### config.mk
export PLATFORM = sky130hd
export DESIGN_NAME = ayatsuki_soc_top
export DESIGN_NICKNAME = d
export VERILOG_FILES = /design/src/rtl/ayatsuki_soc_top.sv
export SDC_FILE = /design/constraint.sdc
export NUM_CORES = 1
export LEC_CHECK = 0
export CORE_UTILIZATION = 67
export DETAILED_ROUTE_END_ITERATION = 16
export GPL_ROUTABILITY_DRIVEN = 0
export PLACE_DENSITY = 0.91
export SETUP_SLACK_MARGIN = 0.5
export SLEW_MARGIN = 0
export SYNTH_ARGS = -nofsm -noshare
export SYNTH_HDL_FRONTEND = slang
export SYNTH_SLANG_ARGS = --single-unit
### constraint.sdc
create_clock -name clk -period 6.3 [get_ports clk]
set_input_delay 1.26 -clock clk [delete_from_list [all_inputs] [get_ports clk]]
set_output_delay 1.26 -clock clk [all_outputs]
set_load 0.02 [all_outputs]
### src/rtl/ayatsuki_soc_top.sv
// ayatsuki_soc_top: 8N1 UART echo, RX deserialiser -> small FIFO -> TX serialiser
module ayatsuki_soc_top #(
  parameter int CLK_FREQ = 50000000,
  parameter int BAUD = 115200,
  parameter int CLKS_PER_BIT = CLK_FREQ / BAUD,
  parameter int FIFO_DEPTH = 4
) (
  input  logic clk,
  input  logic rst,
  input  logic uart_rx,
  output logic uart_tx
);
  localparam int CW = $clog2(CLKS_PER_BIT);
  localparam int AW = $clog2(FIFO_DEPTH);
  localparam logic [CW-1:0] BIT_LAST = CW'(CLKS_PER_BIT - 1);
  localparam logic [CW-1:0] HALF_LAST = CW'(CLKS_PER_BIT / 2 - 1);
  localparam logic [AW:0] FULL = (AW + 1)'(FIFO_DEPTH);
  typedef enum logic [1:0] {IDLE, START, DATA, STOP} state_t;
  state_t rx_state, tx_state;
  logic rx_meta, rxs, rx_err, push, pop, wr_en;
  logic [CW-1:0] rx_cnt, tx_cnt;
  logic [2:0] rx_bit, tx_bit;
  logic [7:0] rx_shift, tx_shift;
  logic [7:0] mem [FIFO_DEPTH];
  logic [AW-1:0] wr_ptr, rd_ptr;
  logic [AW:0] count;
  // synchronise the async line; reset to idle-high so reset never looks like a start bit
  always_ff @(posedge clk) begin
    if (rst) {rx_meta, rxs} <= 2'b11;
    else {rx_meta, rxs} <= {uart_rx, rx_meta};
  end
  // a valid stop-bit centre delivers a byte; TX takes one whenever it is idle; full FIFO drops
  always_comb begin
    push = rx_state == STOP && !rx_err && rx_cnt == BIT_LAST && rxs;
    pop = tx_state == IDLE && count != '0;
    wr_en = push && count != FULL;
  end
  // receiver: qualify start at half a bit, then sample each bit centre, LSB first
  always_ff @(posedge clk) begin
    if (rst) begin
      rx_state <= IDLE;
      rx_cnt <= '0;
      rx_bit <= '0;
      rx_shift <= '0;
      rx_err <= 1'b0;
    end else begin
      case (rx_state)
        IDLE: begin
          rx_cnt <= '0;
          rx_bit <= '0;
          rx_err <= 1'b0;
          if (!rxs) rx_state <= START;
        end
        START: begin
          rx_cnt <= rx_cnt == HALF_LAST ? '0 : rx_cnt + CW'(1);
          if (rx_cnt == HALF_LAST) rx_state <= rxs ? IDLE : DATA;
        end
        DATA: begin
          rx_cnt <= rx_cnt == BIT_LAST ? '0 : rx_cnt + CW'(1);
          if (rx_cnt == BIT_LAST) begin
            rx_shift <= {rxs, rx_shift[7:1]};
            rx_bit <= rx_bit + 3'd1;
            if (rx_bit == 3'd7) rx_state <= STOP;
          end
        end
        STOP: begin
          if (rx_err || rx_cnt == BIT_LAST) begin
            rx_state <= rxs ? IDLE : STOP;
            rx_err <= !rxs;
          end else rx_cnt <= rx_cnt + CW'(1);
        end
      endcase
    end
  end
  // RX FIFO: pointers wrap naturally, simultaneous push and pop keep the count
  always_ff @(posedge clk) begin
    if (rst) begin
      wr_ptr <= '0;
      rd_ptr <= '0;
      count <= '0;
    end else begin
      if (wr_en) begin
        mem[wr_ptr] <= rx_shift;
        wr_ptr <= wr_ptr + AW'(1);
      end
      if (pop) rd_ptr <= rd_ptr + AW'(1);
      count <= count + (AW + 1)'(wr_en) - (AW + 1)'(pop);
    end
  end
  // transmitter: line level registered per state, so a popped byte starts one clock later
  always_ff @(posedge clk) begin
    if (rst) begin
      tx_state <= IDLE;
      tx_cnt <= '0;
      tx_bit <= '0;
      tx_shift <= '0;
      uart_tx <= 1'b1;
    end else begin
      case (tx_state)
        IDLE: begin
          uart_tx <= 1'b1;
          tx_cnt <= '0;
          tx_bit <= '0;
          if (pop) begin
            tx_shift <= mem[rd_ptr];
            tx_state <= START;
          end
        end
        START: begin
          uart_tx <= 1'b0;
          tx_cnt <= tx_cnt == BIT_LAST ? '0 : tx_cnt + CW'(1);
          if (tx_cnt == BIT_LAST) tx_state <= DATA;
        end
        DATA: begin
          uart_tx <= tx_shift[0];
          tx_cnt <= tx_cnt == BIT_LAST ? '0 : tx_cnt + CW'(1);
          if (tx_cnt == BIT_LAST) begin
            tx_shift <= tx_shift >> 1;
            tx_bit <= tx_bit + 3'd1;
            if (tx_bit == 3'd7) tx_state <= STOP;
          end
        end
        STOP: begin
          uart_tx <= 1'b1;
          tx_cnt <= tx_cnt == BIT_LAST ? '0 : tx_cnt + CW'(1);
          if (tx_cnt == BIT_LAST) tx_state <= IDLE;
        end
      endcase
    end
  end
endmodule

==> summary.txt <==
Finish
  • Post-route core utilization: 75.4%
  • Filler Cell Count: 333
  • Antenna cell count: 0
  • Share of layout cells above drive strength 1: 10.0%
  • Area growth, synth to finish: 6.12%
  • Final net count: 378

Pwr
  • Leakage: 1.49 nW
  • Power Density: 334 nW/um^2
  • Pwr Total: 1.42 mW
  • VDD IR max: 0.181 mV

Timing
  • Setup TNS: 0 ns
  • F_max: 359 MHz
  • Final hold vios: 0
  • Clk_skew: 0.0117 ns
  • RSZ-0062 raised after global routing: false
  • Setup-failing EPs final: 0
  • Max-slew violations: 0
  • Worst slew pin tran: 0.806 ns
  • Final Cycle Share: 44.2%
  • Slew margin rel.: 46.2%
  • Min Tclk post-route: 2.78 ns

Logic synthesis
  • Synth cell types: 59
  • Sequential area share after synthesis: 52.5%
  • Number of synthesized register bits: 89
  • Synthesized cell area: 4010 sq um
  • Yosys top cell by area: dfxtp_1
  • EDFF count, synth: 32
  • Post-Syn Instances: 355
  • Avg Cell Area, Syn: 11.3 sq um
  • Main flop type after synthesis: dfxtp_1
  • Yosys warning count: 0
  • Synth top area cells: dfxtp_1 28%, edfxtp_1 24%, ha_1 5.9%
  • Async set or reset register ratio after synthesis: 0%
  • Yosys top cell area share: 28.5%
  • Syn nets: 378

Routing
  • 1st-pass router iterations: 5
  • DRT Wirelength: 7460 microns
  • M1 WL: 3340 microns
  • Wire length per cell: 17.3 microns
  • DR vias: 2,735
  • Met3 WL: 350 microns
  • 1st-iter DRT viols: 165
  • Vias per inst: 6.33
  • ANT nets after route: 0
  • DR DRC count: 0
  • WL met2: 3570 microns
  • Top routing layer in use: met4

Global route
  • Largest net degree at the start of global routing: 39
  • Grt ovf: 0
  • Vias in the first global route: 2,531
  • Initial antenna violation count: 0
  • First-pass GRT wire length: 12,200 microns
  • Overall routing resource usage: 26.2%

Clock tree
  • Post-CTS Setup Inserts: 0
  • Post-CTS Hold Buffers: 0
  • Post_cts resized: 0
  • CTS tree: done
  • Clock root buffer: clkbuf_8
  • CTS sink count: 89
  • Clk slew on worst S/H paths: 0.09 ns
  • Num CTS Buffers: 9
  • CTS H-tree depth: 3
  • Max clock buf depth: 2
  • Worst-Skew Late Latency: 0.35 ns

Placement
  • IO buf count: 3
  • DP Wirelength: 5320 microns

Worst setup path
  • Crit path max-delay cell type: a2111oi_2
  • Worst r2r src: rx_cnt[0]$_SDFFE_PP0P_
  • CP Cell Sequence: ha_1 -> nand4bb_1 -> a2111oi_2 -> ha_1 -> inv_1 -> fa_1 -> xor2_1 -> xnor2_1 -> nor2_1
  • Worst EP required: 6.54 ns
  • Crit path kind: flop to flop
  • Most common cell on crit path: ha_1
  • CP Max Fanout: 7
  • CP arrival: 3.02 ns
  • Worst r2r dst: count[2]$_SDFF_PP0_
  • Max incr delay on CP: 0.78 ns
  • Worst Setup EP: count[2]$_SDFF_PP0_
  • Crit start category: flop
  • Cells on worst reg2reg path: 9
  • Crit. End Element: flop
  • Worst R2R Setup Slack: 3.52 ns
  • Start point of the critical path: rx_cnt[0]$_SDFFE_PP0P_

Outcome
  • Outcome: completed

Floorplanning
  • Die Ht: 79.3 microns
  • Die width: 79.3 microns
  • Rows: 27
  • Die ar.: 6290 sq um
  • CORE AREA: 5640 sq um
  • Io pins: 4
  • Starting density of the core: 71.0%

Min path
  • Hold path depth: 1
  • HP Class: flop to flop

Run
  • Max Cap Viol: 0
[placed cells by master, fill, tap and decap left out, drive strengths merged, types with 8 or more instances in the layout]
| cell type | count |
|---|---|
| inv | 17 |
| ha | 19 |
| mux4 | 8 |
| nor3 | 11 |
| mux2i | 12 |
| nor2 | 33 |
| nand2 | 34 |
| dfxtp | 57 |
| clkbuf | 9 |
| a21oi | 9 |
| edfxtp | 32 |
| xnor2 | 8 |
[report_power, final]
group          switching (mW)  internal [mW]  leakage [nW]
clock                   0.209          0.147        0.0856
sequential             0.0593          0.649         0.760
combinational           0.197          0.160         0.646
total                   0.465          0.955          1.49
[Yosys cell counts (all sizes together) (5+ instances only)]
| cell | count |
|---|---|
| dfxtp | 57 |
| nand2 | 34 |
| nor2 | 33 |
| edfxtp | 32 |
| ha | 19 |
| inv | 14 |
| clkbuf | 12 |
| mux2i | 12 |
| nor3 | 11 |
| a21oi | 9 |
| mux4 | 8 |
| xnor2 | 8 |
| a311oi | 7 |
| o21ai | 7 |
| and3 | 6 |
| a21o | 5 |
| nand3 | 5 |
| xor2 | 5 |
[flip-flops by register name, summed over array words and instances, names as in the netlist, named ones only]
signal / count
count: 3
mem: 32
rd_ptr: 2
rx_bit: 3
rx_cnt: 9
rx_err: 1
rx_meta: 1
rx_shift: 8
rx_state: 1
rxs: 1
tx_bit: 3
tx_cnt: 9
tx_shift: 8
tx_state: 2
uart_tx: 1
wr_ptr: 2
[critical path, delay by kind of cell (launching register included)]
family / cells / cell delay, ns
XOR/XNOR: 2 / 0.33
flip-flops: 1 / 0.41
buffers and inverters: 1 / 0.05
AND/OR/NAND/NOR: 2 / 0.23
AO/OA/AOI/OAI: 1 / 0.78
adder cells (fa/ha/maj): 3 / 0.85
[logic make-up (layout without fill, tap and decap cells)]
group                      after synthesis  in the layout  share of synthesized area [%]
adders and majority gates               20             20                           6.43
muxes                                   20             20                           7.49
AOI/OAI and AO/OA                       61             61                           11.7
xor gates and xnor gates                13             13                           2.84
buffers and inverters                   30             35                           2.87
DFF                                     89             89                           52.5
and+or+nand+nor                        122            122                           16.2
[layout make-up]
| type | instances | area, sq um | share of cell area (%) |
|---|---|---|---|
| clock inverters | 7 | 52.6 | 1.24 |
| inverters | 15 | 56.3 | 1.32 |
| well taps | 72 | 90.1 | 2.12 |
| repair buffers | 4 | 37.5 | 0.883 |
| multi-input cells | 236 | 1790 | 42.1 |
| flip-flops and latches | 89 | 2100 | 49.4 |
| clock buffers | 9 | 124 | 2.91 |
[metal layers]
metal  global-route usage, %  vias to the layer above
li1                        -                     1306
met1                    35.2                     1337
met2                    40.3                       76
met3                    5.63                       16
met4                    12.9                        0
met5                       0                        -
[metrics by stage]
step	area, sq um	worst slack, ns	hold WS, ns	instances
6_report	4250	3.52	0.419	432
5_1_grt	4250	3.32	0.419	432
4_1_cts	4250	3.52	0.420	432
3_5_place_dp	4080	3.19	0.403	416
3_3_place_gp	4080	3.26	0.396	416
2_1_floorplan	4010	3.87	0.389	355
[worst min path at each step]
stage                  startpoint             end
4_1_cts        rx_meta$_SDFF_PP1_  rxs$_SDFF_PP1_
5_1_grt        rx_meta$_SDFF_PP1_  rxs$_SDFF_PP1_
3_3_place_gp   rx_meta$_SDFF_PP1_  rxs$_SDFF_PP1_
3_5_place_dp   rx_meta$_SDFF_PP1_  rxs$_SDFF_PP1_
2_1_floorplan  rx_meta$_SDFF_PP1_  rxs$_SDFF_PP1_
6_report       rx_meta$_SDFF_PP1_  rxs$_SDFF_PP1_
(Power assumes the default switching activity.)
